## config.mk

```make
export PLATFORM = sky130hd
export DESIGN_NAME = transmitter
export DESIGN_NICKNAME = d
export VERILOG_FILES = /design/src/rtl/transmitter_pkg.sv /design/src/rtl/transmitter_fifo.sv /design/src/rtl/transmitter.sv
export SDC_FILE = /design/constraint.sdc
export NUM_CORES = 1
export LEC_CHECK = 0
export BUFFER_PORTS_ARGS = -buffer_cell sky130_fd_sc_hd__clkbuf_2
export CORE_UTILIZATION = 45
export CTS_CLUSTER_SIZE = 16
export DETAILED_ROUTE_END_ITERATION = 16
export PLACE_DENSITY = 0.7
export SLEW_MARGIN = 40
export SYNTH_ARGS = -nofsm -noshare
export SYNTH_HDL_FRONTEND = slang
export SYNTH_HIERARCHICAL = 1
export SYNTH_SLANG_ARGS = --single-unit
```

## constraint.sdc

```tcl
create_clock -name clk -period 2.82 [get_ports clk]
set_clock_uncertainty 0.1 [all_clocks]
set_input_delay 0.423 -clock clk [delete_from_list [all_inputs] [get_ports clk]]
set_output_delay 0.423 -clock clk [all_outputs]
set_load 0.01 [all_outputs]
```

## src/rtl/transmitter_pkg.sv

```systemverilog
// Shared definitions for the UART transmit stage: FSM states, line levels,
// default frame/buffer sizes and a counter-width helper.
package transmitter_pkg;

  typedef enum logic [2:0] {
    ST_IDLE,
    ST_START,
    ST_DATA,
    ST_PARITY,
    ST_STOP
  } tx_state_e;

  localparam logic LINE_IDLE = 1'b1;
  localparam logic START_BIT = 1'b0;
  localparam logic STOP_BIT  = 1'b1;

  localparam int DEFAULT_CLKS_PER_BIT = 1;
  localparam int DEFAULT_DATA_BITS    = 8;
  localparam int DEFAULT_FIFO_DEPTH   = 4;

  // Width of a counter that must hold 0..n-1; never narrower than one bit.
  function automatic int cnt_width(input int n);
    return (n > 1) ? $clog2(n) : 1;
  endfunction

endpackage

```

## src/rtl/transmitter_fifo.sv

```systemverilog
// Byte buffer in front of the UART transmit FSM. Synchronous FIFO with
// pointers wrapping modulo FIFO_DEPTH (power of two) and an occupancy count
// 0..FIFO_DEPTH. Push while full and pop while empty are ignored.
module transmitter_fifo
  import transmitter_pkg::*;
#(
  parameter int  DATA_BITS  = DEFAULT_DATA_BITS,
  parameter int  FIFO_DEPTH = DEFAULT_FIFO_DEPTH,
  localparam int PTR_W      = cnt_width(FIFO_DEPTH),
  localparam int CNT_W      = PTR_W + 1
) (
  input  logic                 clk,
  input  logic                 reset,
  input  logic                 push,
  input  logic [DATA_BITS-1:0] wr_data,
  input  logic                 pop,
  output logic [DATA_BITS-1:0] rd_data,
  output logic                 full,
  output logic                 empty,
  output logic [CNT_W-1:0]     count
);

  logic [DATA_BITS-1:0] mem [FIFO_DEPTH];
  logic [PTR_W-1:0]     wr_ptr;
  logic [PTR_W-1:0]     rd_ptr;
  logic                 push_ok;
  logic                 pop_ok;

  assign full    = (count == CNT_W'(FIFO_DEPTH));
  assign empty   = (count == '0);
  assign push_ok = push && !full;
  assign pop_ok  = pop && !empty;
  assign rd_data = mem[rd_ptr];

  // Storage array; contents need no reset since count gates every read.
  always_ff @(posedge clk) begin
    if (push_ok) begin
      mem[wr_ptr] <= wr_data;
    end
  end

  // Pointers and occupancy; a simultaneous push and pop leaves count unchanged.
  always_ff @(posedge clk or posedge reset) begin
    if (reset) begin
      wr_ptr <= '0;
      rd_ptr <= '0;
      count  <= '0;
    end else begin
      if (push_ok) begin
        wr_ptr <= wr_ptr + 1'b1;
      end
      if (pop_ok) begin
        rd_ptr <= rd_ptr + 1'b1;
      end
      case ({push_ok, pop_ok})
        2'b10:   count <= count + 1'b1;
        2'b01:   count <= count - 1'b1;
        default: count <= count;
      endcase
    end
  end

endmodule

```

## src/rtl/transmitter.sv

```systemverilog
// UART transmit stage: idle-high line, start 0, DATA_BITS data LSB first,
// optional even parity, stop 1. Each bit is held for CLKS_PER_BIT clocks.
// A small FIFO absorbs bursts; frames leave back to back while it has data.
// Optional feature: define TX_PARITY_EN to insert an even-parity bit after
// the data bits (the receiver must be built with the same setting).
//
// state     | meaning
// ST_IDLE   | line idle high, waiting for a buffered byte
// ST_START  | driving the start bit
// ST_DATA   | shifting out payload bits, LSB first
// ST_PARITY | driving the even-parity bit (TX_PARITY_EN only)
// ST_STOP   | driving the stop bit, then next frame or idle
module transmitter
  import transmitter_pkg::*;
#(
  parameter int CLKS_PER_BIT = DEFAULT_CLKS_PER_BIT,
  parameter int DATA_BITS    = DEFAULT_DATA_BITS,
  parameter int FIFO_DEPTH   = DEFAULT_FIFO_DEPTH
) (
  input  logic                 clk,
  input  logic                 reset,
  input  logic [DATA_BITS-1:0] tx_data,
  input  logic                 tx_valid,
  output logic                 tx_ready,
  output logic                 TXD,
  output logic                 tx_busy
);

  localparam int BAUD_W = cnt_width(CLKS_PER_BIT);
  localparam int BIT_W  = cnt_width(DATA_BITS);
  localparam int CNT_W  = cnt_width(FIFO_DEPTH) + 1;

  tx_state_e            state_q, state_d;
  logic [BAUD_W-1:0]    baud_q, baud_d;
  logic [BIT_W-1:0]     bit_q, bit_d;
  logic [DATA_BITS-1:0] shift_q, shift_d;
  logic                 txd_d;
  logic                 baud_tc;
  logic                 fifo_pop;
  logic                 fifo_push;
  logic                 fifo_full;
  logic                 fifo_empty;
  logic [DATA_BITS-1:0] fifo_rd_data;
  logic [CNT_W-1:0]     fifo_count;
`ifdef TX_PARITY_EN
  logic                 parity_q, parity_d;
`endif

  assign tx_ready  = !fifo_full;
  assign fifo_push = tx_valid && !fifo_full;
  assign baud_tc   = (baud_q == BAUD_W'(CLKS_PER_BIT - 1));

  transmitter_fifo #(
    .DATA_BITS  (DATA_BITS),
    .FIFO_DEPTH (FIFO_DEPTH)
  ) u_fifo (
    .clk     (clk),
    .reset   (reset),
    .push    (fifo_push),
    .wr_data (tx_data),
    .pop     (fifo_pop),
    .rd_data (fifo_rd_data),
    .full    (fifo_full),
    .empty   (fifo_empty),
    .count   (fifo_count)
  );

  // Next state, counters, shifter and the line level for the coming cycle.
  // TXD is registered, so txd_d is the level belonging to state_d.
  always_comb begin
    state_d  = state_q;
    baud_d   = baud_q;
    bit_d    = bit_q;
    shift_d  = shift_q;
    txd_d    = TXD;
    fifo_pop = 1'b0;
`ifdef TX_PARITY_EN
    parity_d = parity_q;
`endif
    if (state_q != ST_IDLE) begin
      baud_d = baud_tc ? '0 : baud_q + 1'b1;
    end
    case (state_q)
      ST_IDLE: begin
        if (!fifo_empty) begin
          fifo_pop = 1'b1;
          shift_d  = fifo_rd_data;
          baud_d   = '0;
          bit_d    = '0;
          state_d  = ST_START;
          txd_d    = START_BIT;
`ifdef TX_PARITY_EN
          parity_d = ^fifo_rd_data;
`endif
        end
      end
      ST_START: begin
        if (baud_tc) begin
          bit_d   = '0;
          state_d = ST_DATA;
          txd_d   = shift_q[0];
        end
      end
      ST_DATA: begin
        if (baud_tc) begin
          shift_d = shift_q >> 1;
          if (bit_q == BIT_W'(DATA_BITS - 1)) begin
`ifdef TX_PARITY_EN
            state_d = ST_PARITY;
            txd_d   = parity_q;
`else
            state_d = ST_STOP;
            txd_d   = STOP_BIT;
`endif
          end else begin
            bit_d = bit_q + 1'b1;
            txd_d = shift_d[0];
          end
        end
      end
`ifdef TX_PARITY_EN
      ST_PARITY: begin
        if (baud_tc) begin
          state_d = ST_STOP;
          txd_d   = STOP_BIT;
        end
      end
`endif
      ST_STOP: begin
        if (baud_tc) begin
          if (!fifo_empty) begin
            // Next byte starts immediately: no idle bit between frames.
            fifo_pop = 1'b1;
            shift_d  = fifo_rd_data;
            bit_d    = '0;
            state_d  = ST_START;
            txd_d    = START_BIT;
`ifdef TX_PARITY_EN
            parity_d = ^fifo_rd_data;
`endif
          end else begin
            state_d = ST_IDLE;
            txd_d   = LINE_IDLE;
          end
        end
      end
      default: begin
        state_d = ST_IDLE;
        baud_d  = '0;
        bit_d   = '0;
        txd_d   = LINE_IDLE;
      end
    endcase
  end

  // State, counters, shift register and registered line/busy outputs.
  // Reset aborts any frame and forces the line idle immediately.
  always_ff @(posedge clk or posedge reset) begin
    if (reset) begin
      state_q  <= ST_IDLE;
      baud_q   <= '0;
      bit_q    <= '0;
      shift_q  <= '0;
      TXD      <= LINE_IDLE;
      tx_busy  <= 1'b0;
`ifdef TX_PARITY_EN
      parity_q <= 1'b0;
`endif
    end else begin
      state_q  <= state_d;
      baud_q   <= baud_d;
      bit_q    <= bit_d;
      shift_q  <= shift_d;
      TXD      <= txd_d;
      tx_busy  <= (state_q != ST_IDLE) || (fifo_count != '0);
`ifdef TX_PARITY_EN
      parity_q <= parity_d;
`endif
    end
  end

endmodule
```

# After elaboration in Yosys (flattened, before gate mapping)
# Memories as Yosys holds them, arrays and structs flattened.
# Cells that the tools add are included.
# totals
word_cells	80
ff_bits	24
mem_count	1
output_inout_bits	3
ram_bits	32
# op_classes
eq_ne	13
n_addsub	6
n_reduce_logical	17
n_mux	34
# memory_table
memory	depth	word_bits	read_ports	rd_ports_with_merged_regs	write_ports	line_no	text
u_fifo.mem	4	8	1	0	1	transmitter_fifo.sv:23	logic [DATA_BITS-1:0] mem [FIFO_DEPTH];
# op_table
operator	count
$mux W3	10
$mux W8	3
$pmux W3 S4	2
$pmux W8 S3	1
$mux W1	14
$ne A2 B2 Y1 const B	6
$eq A3 B3 Y1 const B	3
$reduce_bool A3 Y1	3
$reduce_and A4 Y1	2
$add A3 B1 Y3 const B	2
$logic_not A3 Y1	2
$pmux W3 S2	1
$reduce_and A5 Y1	1
$add A2 B1 Y2 const B	2
$pmux W1 S2	2
$pmux W1 S4	1
$eq A3 B1 Y1 const B	1
$eq A3 B2 Y1 const B	1
$logic_and A1 B1 Y1	3
$reduce_and A3 Y1	1
$reduce_or A3 Y1	1
$sub A3 B1 Y3 const B	1
$eq A2 B1 Y1 const B	1
$eq A2 B2 Y1 const B	1
other kinds (4)	5

# Depth between registers and ports, before layout
# logic_depth
depth_word	7
mapped_depth	10
ltp_nobuf	10

# Modules after synthesis
# Netlist, hierarchy kept.
# by_module_without_submodules
mod	instances	area_per_inst_um2	seq_area_each_um2	cells_per_inst
transmitter_fifo	1	1596.5	1136.1	80
transmitter	1	924.6	426.7	92

# Worst setup path before layout
# OpenSTA, ideal clock, no wires.
# synth_timing
path_type	reg-to-reg
from	register state_q[0]
to	register u_fifo.count[2]
stages_incl_launch_ff	10
slack_ns	0.591
t_arrival_ns	2.050
n_path_buf	1
synth_period_minus_slack_ns	2.229
path_cell_list	dfrtp_1 > buf_2 > nor4_1 > o31a_2 > ha_1 > inv_1 > fa_1 > xor2_1 > nor2_1 > xor2_1
# synth_between
elab_chain_len	5
word_cells_on_any_way	8
# synth_rtl
element	line_no	text
start, declared	transmitter.sv:33	tx_state_e state_q, state_d;
start signal, assigned	transmitter.sv:170	state_q <= state_d;
$eq A3 B3 Y1 or $logic_not A3 Y1 (tied branches)	transmitter.sv:83	case (state_q)
$pmux W1 S2 *	transmitter.sv:83	
via fifo_pop	transmitter.sv:39	logic fifo_pop;
$logic_and A1 B1 Y1 *	transmitter_fifo.sv:32	assign pop_ok = pop && !empty;
via u_fifo.pop_ok	transmitter_fifo.sv:27	logic pop_ok;
$eq A2 B1 Y1 or $eq A2 B2 Y1 (tied branches)	transmitter_fifo.sv:55	case ({push_ok, pop_ok})
$pmux W3 S2 or $reduce_bool A2 Y1 (tied branches)	n/a	
end signal, assigned	transmitter_fifo.sv:56	2'b10: count <= count + 1'b1;
end signal, assigned	transmitter_fifo.sv:57	2'b01: count <= count - 1'b1;
end signal, assigned	transmitter_fifo.sv:58	default: count <= count;
end, declared	transmitter_fifo.sv:20	output logic [CNT_W-1:0] count
# The timed path passes the listed nets; every way through them passes the cells marked *.
# A chain may end at the register's enable or synchronous reset.

# Final worst setup path
# layout_timing
from	register u_fifo.count[0]
to	register u_fifo.count[1]
# layout_between
elab_chain_len	7
word_cells_on_any_way	16
# layout_rtl
element	line_no	text
$logic_not A3 Y1 *	transmitter_fifo.sv:30	assign empty = (count == '0);
via fifo_empty	transmitter.sv:42	logic fifo_empty;
$mux W1 *	transmitter.sv:85, transmitter.sv:131	
$mux W1	transmitter.sv:130	if (baud_tc) begin
$pmux W1 S2 *	transmitter.sv:83	
via fifo_pop	transmitter.sv:39	
$logic_and A1 B1 Y1 *	transmitter_fifo.sv:32	
via u_fifo.pop_ok	transmitter_fifo.sv:27	
$eq A2 B1 Y1 or $eq A2 B2 Y1 (tied branches)	transmitter_fifo.sv:55	
$pmux W3 S2 or $reduce_bool A2 Y1 (tied branches)	n/a	
# Marked as above.

==> results.py <==
metrics = {
    "setup_path": {
        "critPathArrivalTime_ps": 2540,
        "max_stage_delay_ps": 610,
        "timing.critical_path.cells": "nor3_1, nor4_1, o31a_2, ha_1, inv_1, fa_1, mux2i_1",
        "cp.required_ps": 2950,
        "cp_slowest_cell": "nor3_1",
        "worstSetupPathType": "reg -> reg",
        "worst-path-buf-inv": 1,
        "cp-end-kind": "flop",
        "crit_family": "simple AND/OR/NAND/NOR gates",
        "top_fanout_value_on_the_critical_path": 6,
        "worst_setup_path_start_kind": "flop",
    },
    "yosys": {
        "ys_top_cells_by_count": "edfxtp_1 (32), dfrtp_1 (23), nor2_1 (15)",
        "synth.avg_cell_area_um2": 14.66,
        "post-synth-top-area-cell": "edfxtp_1",
        "synth.cell_area_um2": 2521,
        "syn-instance-count": 172,
        "synth.distinct_cells": 42,
        "synthTopCellsByArea": "edfxtp_1 (38%), dfrtp_1 (23%), mux4_2 (7.1%)",
        "synth_nets": 191,
        "synthFlopType": "edfxtp_1",
        "synth-async-reset-ratio_pct": 42.86,
        "synth_enable_flop_cells": 32,
        "synth_sequential_area_ratio_pct": 61.99,
        "ys_warn_count": 6,
        "yosys_register_bits": 56,
        "synthDominantCellAreaShare_pct": 38.11,
        "synthMostInstantiatedCell": "edfxtp_1",
    },
    "detailed_routing": {
        "wl_per_cell_um": 14.95,
        "detail_route.drc_violations": 0,
        "route.detailed.vias_per_inst": 5.278,
        "ant_nets": 0,
        "vias": 1367,
        "drt_first_pass_iters": 4,
        "dr.first_iter.drc_count": 47,
        "postRouteWirelength_um": 3873,
    },
    "power_and_ir_drop": {
        "vdd_drop_max_mv": 0.5280,
        "static-leakage-power_nw": 1.076,
        "pwr_density_cell_nw_per_um2": 1063,
        "p_total_w": 0.002930,
    },
    "clock_tree": {
        "cts-root-buf": "clkbuf_8",
        "post_cts_buffers": 0,
        "clock_sinks": 56,
        "worstSkewPairLatency_ps": 310,
        "cts_tree": "done",
        "h-tree-depth": 2,
        "cts.clk_slew.worst_paths_ps": 110,
        "clk_path_buf_depth": 2,
        "number_of_buffers_added_by_the_clock_tree_synthesis_step": 5,
    },
    "floorplanning": {
        "rows": 26,
        "fp.coreArea_um2": 5238,
        "die_w_um": 76.85,
        "ios": 14,
        "floorplan.die_area_um2": 5906,
        "effective_utilization_at_floorplan_pct": 48.14,
        "height_of_the_chip_um": 76.85,
    },
    "global_routing": {
        "initial_antenna_violation_count": 0,
        "grt_pass1_vias": 1408,
        "largest_net_degree_at_the_start_of_global_routing": 21,
        "first_pass_grt_wire_length_um": 6492,
        "grt_util_all_layers_pct": 14.54,
        "grt_remaining_overflow": 0,
    },
    "timing": {
        "timing.fmax_mhz": 415.1,
        "setup_total_negative_slack_ps": 0,
        "final_worst_path_cycle_share_pct": 85.43,
        "setup_viol_count_final": 0,
        "slew_headroom_pct": 54.58,
        "slew_viol_final": 0,
        "hold_viol": 0,
        "tightest_slew_ps": 676.1,
        "final.min_clock_period_ps": 2409,
        "grt_setup_unrepaired": "false",
    },
    "cells_and_area": {
        "final_layout_size_suffix_gt1_share_pct": 24.87,
        "num_antenna_cells": 0,
        "multi_input_comb_area_um2": 872.1,
        "filler_cell_count": 424,
        "synthToLayoutAreaGrowth_pct": 9.280,
        "register_area_um2": 1563,
        "layout.nets": 207,
    },
    "place": {
        "hpwlAfterDp_um": 2784,
        "buffer_ports.inserted": 13,
        "place_congestion": 0.6906,
    },
    "outcome": {
        "result_of_the_run": "complete, no violations",
    },
    "hold_path": {
        "hp-class": "in -> reg",
    },
    "job": {
        "max_cap_viol_count": 0,
    },
}
==> where the power goes <==
| group | total [W] | internal, W | switching [W] | leakage, nW |
|---|---|---|---|---|
| clock | 0.000464 | 0.000188 | 0.000276 | 0.0511 |
| sequential | 0.00134 | 0.00113 | 0.000212 | 0.577 |
| combinational | 0.00112 | 0.000565 | 0.000557 | 0.449 |
==> layout make-up <==
cell class / count / share of cell area (%)
Sequential cell: 56 / 56.72
Timing Repair Buffer: 15 / 2.997
Multi-Input combinational cell: 96 / 31.65
Tap cell: 70 / 3.179
Clock buffer: 5 / 2.498
Inverter: 14 / 1.907
Clock inverter: 3 / 1.045
==> per-layer routing <==
layer	routed length [um]	GRT usage (%)	up-vias	share of wire, %
met5	0	0	-	0
met4	68	5.192	0	1.8
met3	122	3.929	7	3.2
met2	2039	26.25	19	53
met1	1642	16.35	682	42
li1	-	-	659	-
==> worst paths after layout <==
kind / from / endpoint / slack [ps] / cells past startpoint
max: u_fifo/count[0] / u_fifo/count[1] / 410 / 7
min: tx_data[6] / u_fifo/mem[1][6] / 220 / 1
max reg2reg: u_fifo/count[0] / u_fifo/count[1] / 410 / 7
min reg2reg: bit_q[1] / bit_q[1] / 430 / 1
max in group asynchronous: reset / shift_q[1] / 1540 / 3
min in group asynchronous: reset / u_fifo/count[0] / 490 / 3
==> placed cells by master (no fill, tap or decap), types with 2 or more instances in the layout <==
master / count
a211o_1: 2
a21oi_1: 8
a21oi_2: 2
a22o_1: 2
and2_2: 4
clkbuf_2: 13
clkbuf_8: 5
dfrtp_1: 23
edfxtp_1: 32
ha_1: 7
inv_1: 14
inv_6: 2
mux2_2: 2
mux2i_1: 8
mux4_2: 8
nand2_1: 3
nand2b_1: 2
nor2_1: 15
nor3_1: 3
nor4_1: 2
o21ai_0: 4
xnor2_1: 3
xor2_1: 3
==> per-stage QoR <==
step | instances | setup slack [ps] | utilization [%] | cell area, um^2 | hold WS [ps]
5_1_grt | 259 | 295.9 | 52.60 | 2755 | 205.8
2_1_floorplan | 172 | 590.7 | - | 2521 | 126.4
4_1_cts | 259 | 419.2 | 52.60 | 2755 | 210.0
3_3_place_gp | 250 | 529.3 | 50.55 | 2648 | 252.5
3_5_place_dp | 250 | 431.2 | 50.55 | 2648 | 264.5
6_report | 259 | 410.8 | 52.60 | 2755 | 220.6
==> sequential cells by signal, summed over array words and instances (netlist names) <==
register / cells
bit_q: 3
shift_q: 8
u_fifo/mem: 32
u_fifo/count: 3
tx_busy: 1
state_q: 3
u_fifo/rd_ptr: 2
u_fifo/wr_ptr: 2
TXD: 1
baud_q: 1
==> timing repair <==
item	CTS	global route
hold buffers	1	0
endpoints found under the hold margin	7	0
gates resized for setup	0	0
==> cells by family (layout without fill, tap and decap cells) <==
family | Yosys count | after routing | share of synthesized area (%)
fa+ha+maj | 8 | 8 | 4.268
mux | 19 | 19 | 11.81
buf+inv | 20 | 37 | 3.424
xor+xnor | 6 | 6 | 2.085
compound gates | 26 | 26 | 7.445
flops | 56 | 56 | 61.99
simple gates | 37 | 37 | 8.983
Note: power is estimated with default switching activity, not from simulation.
